**src/rtl/seq_pkg.sv**
```systemverilog
// Shared types and constants for the multicycle sequencer: FSM states,
// opcodes, ALU control encodings and the decoder output bundle.
package seq_pkg;

  typedef enum logic [2:0] {
    ST_IDLE   = 3'd0,
    ST_FETCH  = 3'd1,
    ST_DECODE = 3'd2,
    ST_EXEC   = 3'd3,
    ST_WB     = 3'd4,
    ST_HALT   = 3'd5,
    ST_PAUSE  = 3'd6
  } state_t;

  localparam logic [3:0] OP_ADD  = 4'h0;
  localparam logic [3:0] OP_SUB  = 4'h1;
  localparam logic [3:0] OP_AND  = 4'h2;
  localparam logic [3:0] OP_OR   = 4'h3;
  localparam logic [3:0] OP_NOR  = 4'h4;
  localparam logic [3:0] OP_NAND = 4'h5;
  localparam logic [3:0] OP_SLT  = 4'h6;
  localparam logic [3:0] OP_ADDI = 4'h7;
  localparam logic [3:0] OP_HALT = 4'hF;

  // {ainvert, binvert, op[1:0]}
  localparam logic [3:0] ALU_AND  = 4'b0000;
  localparam logic [3:0] ALU_OR   = 4'b0001;
  localparam logic [3:0] ALU_ADD  = 4'b0010;
  localparam logic [3:0] ALU_SUB  = 4'b0110;
  localparam logic [3:0] ALU_SLT  = 4'b0111;
  localparam logic [3:0] ALU_NOR  = 4'b1100;
  localparam logic [3:0] ALU_NAND = 4'b1101;

endpackage

```
**src/rtl/seq_decode.sv**
```systemverilog
// Combinational opcode decoder: legality, halt detection and datapath
// controls used by the sequencer during EXEC and WB.
module seq_decode
  import seq_pkg::*;
(
  input  logic [3:0] opcode,
  output logic       legal,
  output logic       is_halt,
  output logic       reg_dst,
  output logic       alu_src,
  output logic [3:0] alu_control
);

  always_comb begin
    legal       = 1'b1;
    is_halt     = 1'b0;
    reg_dst     = 1'b1;
    alu_src     = 1'b0;
    alu_control = ALU_ADD;
    case (opcode)
      OP_ADD:  alu_control = ALU_ADD;
      OP_SUB:  alu_control = ALU_SUB;
      OP_AND:  alu_control = ALU_AND;
      OP_OR:   alu_control = ALU_OR;
      OP_NOR:  alu_control = ALU_NOR;
      OP_NAND: alu_control = ALU_NAND;
      OP_SLT:  alu_control = ALU_SLT;
      OP_ADDI: begin
        reg_dst     = 1'b0;
        alu_src     = 1'b1;
        alu_control = ALU_ADD;
      end
      OP_HALT: begin
        legal   = 1'b0;
        is_halt = 1'b1;
        reg_dst = 1'b0;
      end
      default: begin
        legal       = 1'b0;
        reg_dst     = 1'b0;
        alu_control = ALU_AND;
      end
    endcase
  end

endmodule

```
**src/rtl/multicycle_sequencer.sv**
```systemverilog
// Multicycle control FSM for the 16-bit MIPS datapath (fetch/decode/exec/wb).
// Optional single-step mode with a PAUSE state: define SEQ_SINGLE_STEP_EN.
//
// state  | meaning
// IDLE   | waiting for run
// FETCH  | imem_req high, waiting for imem_ack (bounded by FETCH_TIMEOUT)
// DECODE | classify IR opcode: halt, illegal NOP, or legal ALU op
// EXEC   | ALU controls driven, settle cycle
// WB     | register write and PC increment, retire count
// HALT   | terminal until reset
// PAUSE  | single-step only: wait for step between instructions
module multicycle_sequencer
  import seq_pkg::*;
#(
  parameter int CNT_W         = 16,
  parameter int FETCH_TIMEOUT = 15,
  parameter int TO_W          = 4
) (
  input  logic             clock,
  input  logic             reset,
  input  logic             run,
  input  logic             imem_ack,
  input  logic [15:0]      instr,
`ifdef SEQ_SINGLE_STEP_EN
  input  logic             step,
`endif
  output logic             imem_req,
  output logic             ir_load,
  output logic             pc_write,
  output logic             reg_write,
  output logic             reg_dst,
  output logic             alu_src,
  output logic [3:0]       alu_control,
  output logic             busy,
  output logic             halted,
  output logic             illegal,
  output logic             fetch_err,
  output logic [CNT_W-1:0] instr_count
);

  localparam logic [TO_W-1:0] TO_LAST = TO_W'(FETCH_TIMEOUT - 1);

`ifdef SEQ_SINGLE_STEP_EN
  localparam state_t ST_AFTER_INSTR = ST_PAUSE;
`else
  localparam state_t ST_AFTER_INSTR = ST_FETCH;
`endif

  state_t           state_q, state_d;
  logic [15:0]      ir_q, ir_d;
  logic [TO_W-1:0]  to_q, to_d;
  logic [CNT_W-1:0] cnt_q, cnt_d;
  logic             illegal_q, illegal_d;
  logic             fetch_err_q, fetch_err_d;

  logic       dec_legal, dec_is_halt, dec_reg_dst, dec_alu_src;
  logic [3:0] dec_alu;

  // Operand fields of IR are consumed by the datapath's own copy of IR.
  logic unused_ir_fields;
  assign unused_ir_fields = ^ir_q[11:0];

  seq_decode u_decode (
    .opcode      (ir_q[15:12]),
    .legal       (dec_legal),
    .is_halt     (dec_is_halt),
    .reg_dst     (dec_reg_dst),
    .alu_src     (dec_alu_src),
    .alu_control (dec_alu)
  );

  always_comb begin
    state_d     = state_q;
    ir_d        = ir_q;
    to_d        = to_q;
    cnt_d       = cnt_q;
    illegal_d   = illegal_q;
    fetch_err_d = fetch_err_q;
    imem_req    = 1'b0;
    ir_load     = 1'b0;
    pc_write    = 1'b0;
    reg_write   = 1'b0;
    reg_dst     = 1'b0;
    alu_src     = 1'b0;
    alu_control = 4'b0000;
    busy        = 1'b0;
    halted      = 1'b0;
    case (state_q)
      ST_IDLE: begin
        if (run) state_d = ST_FETCH;
      end
      ST_FETCH: begin
        busy     = 1'b1;
        imem_req = 1'b1;
        // ack wins even on the final allowed cycle
        if (imem_ack) begin
          ir_load = 1'b1;
          ir_d    = instr;
          to_d    = '0;
          state_d = ST_DECODE;
        end else if (to_q == TO_LAST) begin
          fetch_err_d = 1'b1;
          to_d        = '0;
          state_d     = ST_HALT;
        end else begin
          to_d = to_q + TO_W'(1);
        end
      end
      ST_DECODE: begin
        busy = 1'b1;
        if (dec_is_halt) begin
          state_d = ST_HALT;
        end else if (!dec_legal) begin
          illegal_d = 1'b1;
          pc_write  = 1'b1;
          state_d   = ST_AFTER_INSTR;
        end else begin
          state_d = ST_EXEC;
        end
      end
      ST_EXEC: begin
        busy        = 1'b1;
        reg_dst     = dec_reg_dst;
        alu_src     = dec_alu_src;
        alu_control = dec_alu;
        state_d     = ST_WB;
      end
      ST_WB: begin
        busy        = 1'b1;
        reg_dst     = dec_reg_dst;
        alu_src     = dec_alu_src;
        alu_control = dec_alu;
        reg_write   = 1'b1;
        pc_write    = 1'b1;
        if (cnt_q != {CNT_W{1'b1}}) cnt_d = cnt_q + CNT_W'(1);
        state_d = ST_AFTER_INSTR;
      end
      ST_HALT: begin
        halted = 1'b1;
      end
`ifdef SEQ_SINGLE_STEP_EN
      ST_PAUSE: begin
        if (step) state_d = ST_FETCH;
      end
`endif
      default: state_d = ST_IDLE;
    endcase
  end

  always_ff @(posedge clock) begin
    if (reset) begin
      state_q     <= ST_IDLE;
      ir_q        <= '0;
      to_q        <= '0;
      cnt_q       <= '0;
      illegal_q   <= 1'b0;
      fetch_err_q <= 1'b0;
    end else begin
      state_q     <= state_d;
      ir_q        <= ir_d;
      to_q        <= to_d;
      cnt_q       <= cnt_d;
      illegal_q   <= illegal_d;
      fetch_err_q <= fetch_err_d;
    end
  end

  assign illegal     = illegal_q;
  assign fetch_err   = fetch_err_q;
  assign instr_count = cnt_q;

endmodule

```
**config.mk**
```make
export PLATFORM = sky130hd
export DESIGN_NAME = multicycle_sequencer
export DESIGN_NICKNAME = d
export VERILOG_FILES = /design/src/rtl/seq_pkg.sv /design/src/rtl/seq_decode.sv /design/src/rtl/multicycle_sequencer.sv
export SDC_FILE = /design/constraint.sdc
export NUM_CORES = 1
export LEC_CHECK = 0
export CORE_MARGIN = 1
export CORE_UTILIZATION = 31
export DETAILED_ROUTE_END_ITERATION = 8
export HOLD_SLACK_MARGIN = 0.02
export PLACE_DENSITY = 0.69
export SLEW_MARGIN = 20
export SYNTH_ARGS = -nofsm -noshare
export SYNTH_HDL_FRONTEND = slang
export SYNTH_SLANG_ARGS = --single-unit
```
**constraint.sdc**
```tcl
create_clock -name clock -period 2.2 [get_ports clock]
set_clock_uncertainty 0.1 [all_clocks]
set_input_delay 0.33 -clock clock [delete_from_list [all_inputs] [get_ports clock]]
set_output_delay 0.33 -clock clock [all_outputs]
set_load 0.02 [all_outputs]
```
Word level (Yosys, flattened, before mapping)
Cells that the tools add are included.
{ "op_classes": {"muxes": 25, "n_reduce_logical": 12, "add_sub_neg": 2, "n_bitwise": 4, "eq_ne": 17} }
{ "ops": {"columns": ["op", "n"], "rows": [
  ["4-bit one-hot mux with 6 select lines", 1],
  ["3-bit one-hot mux with 6 select lines", 1],
  ["16-bit by 1-bit adder with 16-bit output (second input constant)", 1],
  ["4-bit by 3-bit equality test with 1-bit output (second input constant)", 4],
  ["16-bit != test (second input constant)", 1],
  ["1-bit two-way mux", 14],
  ["3-bit two-way mux", 4],
  ["4-bit two-way mux", 3],
  ["3-bit AND reduction", 3],
  ["4-bit by 2-bit equality test with 1-bit output (second input constant)", 2],
  ["4-bit equality test (second input constant)", 2],
  ["8-bit OR reduction", 1],
  ["7-bit OR reduction", 1],
  ["3-bit by 2-bit equality test with 1-bit output (second input constant)", 2],
  ["3-bit equality test (second input constant)", 2],
  ["4-bit by 1-bit adder with 4-bit output (second input constant)", 1],
  ["4-bit by 1-bit equality test with 1-bit output (second input constant)", 1],
  ["4-bit zero test", 1],
  ["1-bit NOT", 4],
  ["2-bit AND reduction", 2],
  ["4-bit OR reduction", 1],
  ["3-bit by 1-bit equality test with 1-bit output (second input constant)", 1],
  ["3-bit zero test", 1],
  ["3-bit != test (second input constant)", 1],
  ["other kinds (5)", 5]
]} }
{ "word_totals": {"wordCells": 66, "output_inout_bits": 30, "regBits": 41} }

Depth between registers and ports, before layout
Gate-level depths: netlist of run 1.
{ "depth": {"word_depth": 6, "depth_mapped": 7} }

By module
From an unflattened synthesis of run 1, not the netlist that was laid out.
{ "hier_totals": {"cells_unflattened": 202, "hier_area_um2": 1609.0} }
{ "modules_own_cells": {"columns": ["module", "cells_per_inst", "area_per_inst_um2", "n_inst", "seq_area_each_um2"], "rows": [
  ["multicycle_sequencer", 185, 1506.4, 1, 580.6],
  ["seq_decode", 17, 102.6, 1, 0.0]
]} }

Worst setup path before layout of run 1
No wires, ideal clock.
{ "synth_timing": {"kind": "reg2out", "startpoint": "register state_q[1]", "endpoint": "output port alu_control[3]", "t_required_ns": 1.770, "path_slack_ns": 0.044, "t_arrival_ns": 1.726, "stages_incl_launch_ff": 6, "path_cell_list": "dfxtp_1 > buf_6 > nor3b_4 > o21bai_1 > nand2b_1 > nor3b_1"} }
{ "synth_between": {"elab_chain_len": 3, "word_cells_on_any_way": 4} }
{ "synth_rtl": {"columns": ["element", "line_no", "rtl"], "rows": [
  ["start: declaration", "multicycle_sequencer.sv:49", "state_t state_q, state_d;"],
  ["start signal: assignment", "multicycle_sequencer.sv:159", "state_q <= state_d;"],
  ["3-bit equality test / 3-bit by 2-bit equality test with 1-bit output (equally long branches)", "multicycle_sequencer.sv:88", "case (state_q)"],
  ["2-bit OR reduction (no line) (*)", null, null],
  ["4-bit two-way mux (*)", "multicycle_sequencer.sv:88", null],
  ["end: declaration", "multicycle_sequencer.sv:33", "output logic [3:0] alu_control,"]
]} }
Every way passes the cells marked *; elsewhere a longest branch is shown, timed or not.

Final worst setup path of run 1
{ "layout_timing": {"startpoint": "register state_q[1]", "endpoint": "output port ir_load"} }
{ "layout_between": {"elab_chain_len": 2} }
{ "layout_rtl": {"columns": ["element", "line_no", "rtl"], "rows": [
  ["3-bit by 1-bit equality test with 1-bit output", "multicycle_sequencer.sv:88", null],
  ["1-bit two-way mux", "multicycle_sequencer.sv:88", null],
  ["end: declaration", "multicycle_sequencer.sv:28", "output logic ir_load,"]
]} }
No other way between the ends.

==> results of run 1 <==
## state kept, by name, summed over array words and instances, names as in the netlist
name         cells
ir_q             4
to_q             4
state_q          3
illegal          1
fetch_err        1
instr_count     16
## layout make-up
class,count,share of cell area [%]
clock buffer,7,4.03
tap,67,3.91
timing repair buffer,49,20.6
inverter,8,1.40
multi-input combinational,149,42.9
sequential,29,27.1
## layout by cell type, fill, tap and decap left out, types with 4 or more instances in the layout
| master | count |
|---|---|
| or4_1 | 5 |
| nor2b_1 | 4 |
| nand3_1 | 9 |
| o31ai_1 | 5 |
| dfxtp_1 | 29 |
| dlygate4sd2_1 | 7 |
| mux2i_1 | 5 |
| clkbuf_8 | 6 |
| nor2_1 | 22 |
| nand4_1 | 5 |
| clkdlybuf4s50_1 | 28 |
| o21ai_0 | 5 |
| a41oi_1 | 4 |
| nand2_1 | 10 |
| buf_4 | 12 |
| a21oi_1 | 19 |
| inv_1 | 8 |
| nor3_1 | 13 |
## through the flow
stage | hold slack, ps | power [mW] | cells
3_3_place_gp | 372 | 0.688 | 302
6_report | 392 | 1.11 | 309
5_1_grt | 430 | 1.17 | 309
4_1_cts | 390 | 1.13 | 309
2_1_floorplan | 370 | 0.635 | 194
3_5_place_dp | 364 | 0.689 | 302
## where the power goes
group          internal, mW  switching [mW]
logic                0.0602          0.0662
clock network         0.248           0.193
registers             0.534          0.0133
## logic make-up (layout without fill, tap and decap cells)
group,count (synthesis),after routing,share of synthesized area (%)
flops,29,29,36.8
buf+inv,16,64,4.99
mux,6,6,3.88
compound gates,44,44,17.6
xor+xnor,2,2,1.11
fa+ha+maj,3,3,2.38
simple gates,94,94,33.3
## critical path, cell delays in order, from the launching register on
cell and delay (ps):
dfxtp_1 350, buf_4 160, or3b_1 420, nor2_2 120, dlygate4sd2_1 350
## metal layers
metal	track usage [%]	share of wire, %
met1	20.1	51
met3	4.25	4.5
met4	4.49	1.3
met2	22.1	43
met5	0	0
## worst max-delay path by stage
stage	end	startpoint	slack, ps	depth (start not counted)
final	ir_load	state_q[1]	100	4
after global routing	ir_load	state_q[1]	9	4
after CTS	alu_control[3]	state_q[0]	40	5
after detailed placement	alu_control[3]	state_q[1]	50	5
after global placement	alu_control[3]	state_q[1]	80	5
after floorplan	alu_control[3]	state_q[1]	40	5
==> impl_metrics.yaml, run 1 <==
synth:
  synth_top_area_cell: "dfxtp_1"
  synth_top_area_share_pct: 36.8
  syn-num-nets: 217
  synth_edf_count: 0
  synthDistinctLibCells: 45
  synth_flop_cell: "dfxtp_1"
  synth.avg_cell_area_um2: 8.14
  yosys_warnings: 0
  synth_cells: 194
  synth-seq-cells: 29
  syn-cell-area_um2: 1580
  yosysSeqAreaShare_pct: 36.8
  synthArstFlopShare_pct: 0
  synth_area_leaders: "dfxtp_1 (37%), a21oi_1 (6.0%), nor2_1 (5.2%)"
  yosysMostFrequentCell: "dfxtp_1"
  synth_top_cells_by_count: "dfxtp_1 (29), nor2_1 (22), a21oi_1 (19)"
route:
  drt_iter0_drc: 51
  drt-total-wl_um: 3690
  vias_per_cell: 5.16
  avgRoutedWirePerCell_um: 11.9
  vias: 1593
  drc: 0
  postRouteAntennaNets: 0
  first_pass_iters: 4
hold_path:
  min_from: "illegal"
  whs_path_depth: 2
  holdPathEnd: "illegal"
  hold_path_class: "reg -> reg"
power_and_ir_drop:
  irDropWorstVdd_mv: 0.357
  power_leakage_nw: 0.757
  p_per_area_nw_per_um2: 520
sta:
  fin_crit_ps: 2100
  hold_violations: 0
  finalSetupViolations: 0
  rsz0062_at_grt: "false"
  fmax_mhz: 476
  slew_headroom_pct: 52.4
  min_period_over_period_pct: 95.5
  drv_slew: 0
  max_slew.worst_pin.slew_ps: 708
  fin_setup_tns_ps: 0
  fin_ws_ps: 98.5
worst_setup_path:
  worst_ep_required_time_ps: 1770
  cp_max_fo: 5
  reg2reg_slack_ps: 320
  cp-end-kind: "output pin"
  critPathKind: "reg -> out"
  worst_ep_arrival_time_ps: 1670
  r2r_start: "state_q[1]"
  r2r_end: "to_q[3]"
  cp-start-kind: "register"
  r2r_cells: 5
finish:
  multi_input_area_um2: 920
  drive_above_1_share_pct: 11.6
  n_antenna_cell: 0
  fillers: 511
  synthToLayoutAreaGrowth_pct: 35.7
  final_core_util_pct: 44.5
  final_nets: 265
  fin_area_um2: 2140
  layout.area.seq_um2: 581
global_routing:
  grt_pass1_vias: 1356
  antenna_found_initial: 0
  grt_max_degree: 14
  grt_usage_pct: 14.6
  grt_overflow: 0
  grt_pass1_wl_um: 6150
clock_tree:
  cts_root_buffer: "clkbuf_8"
  hold_buffers: 0
  insertion_delay_ps: 270
  cts_tree: "yes"
  clk_path_buf_depth: 2
  clock_sinks: 29
  numCtsBuffers: 5
  clk_pin_slew_ps: 60
  post-cts-setup-buffers: 0
  post_cts_resized: 9
  htree_levels: 2
floorplanning:
  coreArea_um2: 4820
  ios: 50
  die_area_um2: 5380
  initial_utilization_pct: 32.8
  num_rows: 25
  dieWidth_um: 73.4
  die_h_um: 73.4
placement:
  hpwl_um: 2710
  gp_congestion: 0.771
  place_area_um2: 2070
  dp_worst_setup_slack_ps: 50.7
  numPortBuffers: 37
run:
  maxCapViolCount: 0
status:
  outcome: "completed"
No activity file was read; power rests on OpenSTA's default activity.
==> inputs of run 2 (changes only) <==
--- a/config.mk
+++ b/config.mk
@@ -6,10 +6,10 @@
 export NUM_CORES = 1
 export LEC_CHECK = 0
 export CORE_MARGIN = 1
-export CORE_UTILIZATION = 31
+export CORE_UTILIZATION = 30
 export DETAILED_ROUTE_END_ITERATION = 8
 export HOLD_SLACK_MARGIN = 0.02
-export PLACE_DENSITY = 0.69
+export PLACE_DENSITY = 0.68
 export SLEW_MARGIN = 20
 export SYNTH_ARGS = -nofsm -noshare
 export SYNTH_HDL_FRONTEND = slang
==> constraint.sdc (replaced) <==
create_clock -name clock -period 2.2 [get_ports clock]
set_clock_uncertainty 0.1 [all_clocks]
set_input_delay 0.22 -clock clock [delete_from_list [all_inputs] [get_ports clock]]
set_output_delay 0.22 -clock clock [all_outputs]
set_load 0.02 [all_outputs]
==> impl_metrics.yaml, run 2 (synthesized netlist as in run 1, its figures left out) <==
status:
  outcome: "completed"
clock_tree:
  cts_root_buffer: "clkbuf_8"
  htree_levels: 2
  post-cts-setup-buffers: 0
  numCtsBuffers: 5
  clk_path_buf_depth: 2
  cts_tree: "yes"
  hold_buffers: 0
  insertion_delay_ps: 280
  clk_pin_slew_ps: 60
  clock_sinks: 29
worst_setup_path:
  worst_ep_arrival_time_ps: 1780
  slowest_delay_ps: 600
  critPathKind: "reg -> out"
  r2r_start: "instr_count[1]"
  cp_max_fo: 6
  cp-startpoint: "ir_q[13]"
  cp-end-kind: "output pin"
  slowest_stage: "clkdlybuf4s50_1"
  r2r_cells: 6
  cp_cell_sequence: "nand3_1 -> o21ai_0 -> and2_1 -> clkdlybuf4s50_1"
  worst_ep_required_time_ps: 1880
  cp-start-kind: "register"
finish:
  final_core_util_pct: 42.5
  final_nets: 262
  final_cells: 310
  synthToLayoutAreaGrowth_pct: 36.5
  drive_above_1_share_pct: 12.1
  fin_area_um2: 2160
  mostFrequentLayoutCell: "clkdlybuf4s50_1"
  largest_register_ffs: 16
  final_cell_mix: "clkdlybuf4s50_1 (29), dfxtp_1 (27), nor2_1 (22), a21oi_1 (19), nor3_1 (13)"
  n_antenna_cell: 0
floorplanning:
  initial_utilization_pct: 31.1
  die_h_um: 74.6
  ios: 50
  num_rows: 26
  die_area_um2: 5560
  coreArea_um2: 5070
  dieWidth_um: 74.6
global_routing:
  grt_max_degree: 18
  grt_pass1_vias: 1435
  grt_pass1_wl_um: 6310
  antenna_found_initial: 0
  grt_usage_pct: 14.6
  grt_overflow: 0
power_and_ir_drop:
  power_leakage_nw: 0.778
  irDropWorstVdd_mv: 0.291
  p_per_area_nw_per_um2: 541
sta:
  fin_setup_tns_ps: 0
  slew_headroom_pct: 55.2
  min_period_over_period_pct: 95.4
  finalSetupViolations: 0
  fin_ws_ps: 101
  fmax_mhz: 476
  fin_crit_ps: 2100
  drv_slew: 0
  rsz0062_at_grt: "false"
  max_slew.worst_pin.slew_ps: 666
  hold_violations: 0
placement:
  hpwl_um: 2640
  gp_congestion: 0.802
  placed_cells: 302
  dp_worst_setup_slack_ps: 121
  numPortBuffers: 37
  place_area_um2: 2060
route:
  first_pass_iters: 4
  postRouteAntennaNets: 0
  vias_per_cell: 5.08
  vias: 1574
  drt_iter0_drc: 80
  drc: 0
  drt-total-wl_um: 3630
  avgRoutedWirePerCell_um: 11.7
hold_path:
  whs_path_depth: 2
  min_from: "fetch_err"
  hold_path_class: "reg -> reg"
run:
  maxCapViolCount: 0
-- run 2: changes by cell type in the layout (fill, tap and decap cells not counted) --
cell / delta
clkbuf_2: -1
dfxtp_1: -2
or3b_4: +1
clkinv_2: +1
clkbuf_1: -1
clkdlybuf4s50_1: +1
dfxtp_2: +2
dlygate4sd2_1: -2
buf_4: -3
dlymetal6s2s_1: +2
clkbuf_8: +1
or3b_1: -1
-- run 2: what timing repair did --
action | 4_1_cts | 5_1_grt
gates resized for setup | 9 | 5
hold endpoints to repair | 0 | 0
setup endpoints to repair | 8 | 3
-- run 2: worst paths after layout --
path | endpoint | slack [ps]
setup / recovery | alu_control[1] | 100
hold reg to reg | fetch_err | 380
hold / removal | fetch_err | 380
setup reg to reg | instr_count[0] | 350
-- run 2: metal layers --
metal  track usage, %  wire [um]  up-vias
met2             22.0       1590       35
li1                 -          -      807
met1             19.7       1790      724
met4             6.92         69        0
met3             3.52        180        8
met5                0          0        -
-- run 2: area by class of cell --
| type | count | area (um2) |
|---|---|---|
| Clock inverter | 1 | 5.00 |
| Inverter | 8 | 30.0 |
| Tap cell | 70 | 87.6 |
| Multi-Input combinational cell | 149 | 922 |
| Timing Repair Buffer | 46 | 432 |
| Fill cell | 538 | 2920 |
| Sequential cell | 29 | 583 |
| Clock buffer | 7 | 96.3 |
-- run 2: critical path: cells and delay by family (launching register included) --
family                 cells  cell delay, ps
AOI/OAI and AO/OA          1             110
DFF                        1             440
buffers and inverters      1             600
and+or+nand+nor            2             350
-- run 2: through the flow --
step           power [mW]  hold WS, ps
2_1_floorplan       0.635          260
3_3_place_gp        0.687          367
3_5_place_dp        0.688          365
4_1_cts              1.19          386
5_1_grt              1.22          424
6_report             1.17          375
-- run 2: where the power goes --
group          leakage [nW]  internal, mW  switching (mW)
clock                0.0542         0.282           0.207
sequential            0.235         0.535          0.0159
combinational         0.489        0.0622          0.0635
total                 0.778         0.879           0.286
